--- src/rtl/wb_lane_serializer.sv ---
// wb_lane_serializer
// Writeback-side output stage for the SIMD FIR core. Captures every result
// written to OUT_REG, buffers up to DEPTH words and serializes each word lane
// by lane (lane 0 first) onto a valid/ready sample stream. The pipeline is
// never stalled: a capture that finds the buffer full is dropped and the
// sticky overflow flag is raised.
// Optional feature: define WB_SER_COUNT_EN to add the 32-bit word_count port,
// which counts fully serialized words.
module wb_lane_serializer #(
  parameter int         DATA_W  = 256,
  parameter int         LANE_W  = 16,
  parameter int         DEPTH   = 2,
  parameter logic [4:0] OUT_REG = 5'd31
) (
  input  logic              clk,
  input  logic              rst,
  input  logic              RegWriteW,
  input  logic [4:0]        RdW,
  input  logic [DATA_W-1:0] ResultW,
  output logic              out_valid,
  input  logic              out_ready,
  output logic [LANE_W-1:0] out_data,
  output logic              out_last,
  output logic              busy,
  output logic              overflow
`ifdef WB_SER_COUNT_EN
  ,
  output logic [31:0]       word_count
`endif
);

  localparam int LANES  = DATA_W / LANE_W;
  localparam int PTR_W  = (DEPTH > 1) ? $clog2(DEPTH) : 1;
  localparam int LIDX_W = (LANES > 1) ? $clog2(LANES) : 1;
  localparam int CNT_W  = $clog2(DEPTH + 1);

  // Word storage viewed as lanes so the output mux is a plain index
  logic [LANES-1:0][LANE_W-1:0] mem_q [DEPTH];

  logic [PTR_W-1:0]  wrPtr_q, wrPtr_d;
  logic [PTR_W-1:0]  rdPtr_q, rdPtr_d;
  logic [LIDX_W-1:0] lidx_q, lidx_d;
  logic [CNT_W-1:0]  count_q, count_d;
  logic              overflow_q, overflow_d;

  logic captureHit;
  logic outValid;
  logic lastLane;
  logic xfer;
  logic popWord;
  logic push;
  logic drop;

  // Handshake decode and next-state for pointers, lane index, fill count and
  // the sticky overflow flag. A full buffer still accepts a capture when the
  // head word's final lane leaves in the same cycle, freeing its slot.
  always_comb begin
    captureHit = RegWriteW && (RdW == OUT_REG);
    outValid   = (count_q != '0);
    lastLane   = (lidx_q == LIDX_W'(LANES - 1));
    xfer       = outValid && out_ready;
    popWord    = xfer && lastLane;
    push       = captureHit && ((count_q != CNT_W'(DEPTH)) || popWord);
    drop       = captureHit && !push;

    wrPtr_d    = wrPtr_q;
    rdPtr_d    = rdPtr_q;
    lidx_d     = lidx_q;
    count_d    = count_q;
    overflow_d = overflow_q | drop;

    if (push) begin
      wrPtr_d = (wrPtr_q == PTR_W'(DEPTH - 1)) ? '0 : wrPtr_q + PTR_W'(1);
    end

    if (xfer) begin
      if (lastLane) begin
        lidx_d  = '0;
        rdPtr_d = (rdPtr_q == PTR_W'(DEPTH - 1)) ? '0 : rdPtr_q + PTR_W'(1);
      end else begin
        lidx_d = lidx_q + LIDX_W'(1);
      end
    end

    case ({push, popWord})
      2'b10:   count_d = count_q + CNT_W'(1);
      2'b01:   count_d = count_q - CNT_W'(1);
      default: count_d = count_q;
    endcase
  end

  // Control state registers with synchronous reset
  always_ff @(posedge clk) begin
    if (rst) begin
      wrPtr_q    <= '0;
      rdPtr_q    <= '0;
      lidx_q     <= '0;
      count_q    <= '0;
      overflow_q <= 1'b0;
    end else begin
      wrPtr_q    <= wrPtr_d;
      rdPtr_q    <= rdPtr_d;
      lidx_q     <= lidx_d;
      count_q    <= count_d;
      overflow_q <= overflow_d;
    end
  end

  // Word storage: cleared on reset, written at wrPtr on an accepted capture
  always_ff @(posedge clk) begin
    if (rst) begin
      for (int i = 0; i < DEPTH; i++) begin
        mem_q[i] <= '0;
      end
    end else if (push) begin
      mem_q[wrPtr_q] <= ResultW;
    end
  end

`ifdef WB_SER_COUNT_EN
  logic [31:0] wordCount_q;

  // Count completed words; wraps naturally at 2^32
  always_ff @(posedge clk) begin
    if (rst) begin
      wordCount_q <= '0;
    end else if (popWord) begin
      wordCount_q <= wordCount_q + 32'd1;
    end
  end

  assign word_count = wordCount_q;
`endif

  assign out_valid = outValid;
  assign busy      = outValid;
  assign out_last  = outValid && lastLane;
  assign out_data  = mem_q[rdPtr_q][lidx_q];
  assign overflow  = overflow_q;

endmodule

--- config.mk ---
export PLATFORM = sky130hd
export DESIGN_NAME = wb_lane_serializer
export DESIGN_NICKNAME = d
export VERILOG_FILES = /design/src/rtl/wb_lane_serializer.sv
export SDC_FILE = /design/constraint.sdc
export NUM_CORES = 1
export LEC_CHECK = 0
export ABC_AREA = 1
export ABC_CLOCK_PERIOD_IN_PS = 30600
export BUFFER_PORTS_ARGS = -buffer_cell sky130_fd_sc_hd__buf_2
export CORE_MARGIN = 2
export CORE_UTILIZATION = 35
export CTS_CLUSTER_DIAMETER = 30
export DETAILED_ROUTE_END_ITERATION = 8
export PLACE_DENSITY_LB_ADDON = 0.12
export SYNTH_ARGS = -nofsm -noshare
export SYNTH_HDL_FRONTEND = slang
export SYNTH_SLANG_ARGS = --single-unit
--- constraint.sdc ---
create_clock -name clk -period 30.6 [get_ports clk]
set_clock_uncertainty 0.15 [all_clocks]
set_input_delay 3.06 -clock clk [delete_from_list [all_inputs] [get_ports clk]]
set_output_delay 3.06 -clock clk [all_outputs]
set_load 0.02 [all_outputs]
==> run metrics <==
status=finished, final reports clean; fin worst setup slack=23.13 ns; #FFs+latches synth=~520; Total GRT Usage=21.0%; PortBufs=~280; Slew HR=about 24%; post-synthesis cell area=25900 sq um; crit-path cells=inv_4 > buf_4 > buf_4 > nand3_1 > nand3_1 > nand2_1 > nand2_1 > nand2_1 > nand2_1 > nand2_1 > buf_2; Site Rows=99; drt pass-1 iters=5; H-tree depth=4; Post-CTS Resized=0; Max Cap Viol=0; leakage=about 14 nW; Setup Buffers After CTS=0; kind of critical path=flop to output pin; clock buffer depth=3; post-layout minimum cycle time=7.47 ns; max-slew violations=0; die width=roughly 280 um; multi-input logic area=~8300 sq um; root buf cell=clkbuf_16; die height=about 280 um; Power Density=a little over 70 nW/um^2; fin nets=approximately 3200; Via-to-Cell Ratio=4.79; dpl hpwl=48600 um; setup slack, reg-to-reg=25.32 ns; CTS tree=done; crit-path max cell delay=0.77 ns; Hold Buf Count CTS=0; DR vias=~19000; first-pass GRT wire length=120000 um; post-synth cell types=25; drt wl/cell=20.3 um; setup TNS=0 ns; Final Hold Viols=0; clk sink count=~520; CP max FO=54; worst skew pair latency=about 0.69 ns; FMAX=between 100 and 150 MHz; worst vdd ir=0.0396 mV; Slew @ Worst Pin=about 1.1 ns; critical path required time=between 20 and 30 ns; Starting Density=between 30% and 40%; CORE AREA=~73000 sq um; sequential area share after synthesis=60.0%; vias in the first global route=18764; initial drt markers=1386; share of layout cells above drive strength 1=between 20% and 30%; area grow syn2layout=25.0%; Mapped Cells=about 2600; global route total overflow=0; Worst Hold Class=flop to flop; final WL=approximately 81000 um; Clock transition at path regs=approximately 0.040 ns; synthesized net count=between 2000 and 3000; DRT antenna net count=0; Worst setup SP type=flop; Final setup viols=0; slowest CP cell=buf_4; fillers=around 7000; register area=15600 sq um; largest net degree at the start of global routing=roughly 180; fin crit share=24.4%; CP Capture Type=output pin; die area=about 76000 sq um; CP delay by family, top=buffers and inverters; routability cong.=roughly 0.8; unrepaired setup endpoints after global routing=no; setup slack at placement=about 23 ns; critical path arrival=4.26 ns; Ys Warns=0; n_diodes=0; Inserted Clock Buffers=around 140; num ports=~290; # DRC=0; WP buf/inv=4; initial antenna violation count=1; Syn Area/Cell=9.92 sq um; CP most frequent cell=nand2_1
-- registers in the layout, indices dropped and copies added, names as in the netlist, named ones only --
signal,count
mem_q,512
lidx_q,4
count_q,2
overflow,1
rdPtr_q,1
wrPtr_q,1
-- report_power, final --
| part | total (mW) | internal [mW] | switching [mW] |
|---|---|---|---|
| Clock | 1.45 | 1.03 | 0.424 |
| Combinational | 0.0917 | 0.0254 | 0.0663 |
| Sequential | 0.818 | 0.811 | 0.00642 |
-- routing by layer --
layer  vias up  GRT usage [%]  part of all wire [%]
met1      9194           30.5                    48
met4         2           6.31                   2.1
met3       111           4.81                   6.0
li1       9073              -                     -
met2       600           31.3                    44
met5         -              0                 0.015
-- layout by cell type (no fill, tap or decap), types with 24 or more instances in the layout --
| cell type | n |
|---|---|
| buf_2 | 284 |
| bufinv_16 | 24 |
| clkbuf_16 | 141 |
| clkinv_1 | 31 |
| clkinv_2 | 25 |
| edfxtp_1 | 512 |
| inv_1 | 262 |
| nand2_1 | 728 |
| nand3_1 | 385 |
| nor2_1 | 317 |
| nor2_4 | 201 |
-- kinds of logic (layout without fill, tap and decap cells) --
logic type,count (synthesis),count (layout),synth area share (%)
AO/OA/AOI/OAI,14,14,0.270
XOR/XNOR,1,1,0.0338
adder cells (fa/ha/maj),2,2,0.0964
buffers and inverters,434,822,7.98
flip-flops,522,522,60.0
AND/OR/NAND/NOR,1643,1643,31.6
-- through the flow --
step / area, sq um / hold slack (ns) / power [mW] / cells / utilization [%]
2_1_floorplan: 25900 / 0.322 / 0.892 / 2616 / -
4_1_cts: 32400 / 0.307 / 2.38 / 3963 / 44.3
3_3_place_gp: 27800 / 0.296 / 0.922 / 3719 / 37.9
5_1_grt: 32400 / 0.349 / 2.43 / 3963 / 44.3
6_report: 32400 / 0.306 / 2.36 / 3963 / 44.3
3_5_place_dp: 27800 / 0.299 / 0.923 / 3719 / 37.9
-- path summary, 6_finish.rpt --
kind,from,to,cells past startpoint
setup / recovery,lidx_q[0],out_data[10],11
hold / removal,overflow,overflow,2
setup reg to reg,lidx_q[1],mem_q[0][93],12
hold reg to reg,overflow,overflow,2
-- cell usage after synthesis --
master / count / area, sq um
buf_4: 2 / 15.0
nand2_1: 729 / 2740
dfxtp_1: 10 / 200
buf_6: 4 / 45.0
nand3_2: 2 / 20.0
nand3_1: 385 / 1930
edfxtp_1: 512 / 15400
nor2_2: 1 / 6.26
clkbuf_1: 69 / 259
buf_12: 19 / 380
inv_1: 265 / 995
nand4_1: 3 / 18.8
nand2_2: 2 / 12.5
xor2_1: 1 / 8.76
nor2_1: 317 / 1190
buf_1: 20 / 75.1
buf_2: 49 / 245
ha_1: 2 / 25.0
nand2_4: 1 / 11.3
o21ai_0: 6 / 30.0
nor3_1: 2 / 10.0
clkinv_1: 3 / 11.3
buf_8: 3 / 45.0
nor2_4: 201 / 2260
a21oi_1: 8 / 40.0
-- worst register-to-register path: stages, from the launching register on --
cell	delay, ns
dfxtp_2	0.49
ha_1	0.31
nand3_2	0.10
nor2_2	0.06
nand2_2	0.12
nand3_2	0.09
nand2_2	0.15
nor2_4	0.06
nand2_8	0.61
buf_12	0.80
buf_4	1.09
buf_4	0.93
nor2_4	0.04
-- layout make-up --
cell class	count	area share (%)
Clock buffer	155	11.0
Multi-Input combinational cell	1660	25.7
Sequential cell	522	48.0
Tap cell	959	3.70
Inverter	268	3.13
Timing Repair Buffer	310	5.10
Clock inverter	89	3.33
No activity file was read; power rests on OpenSTA's default activity.
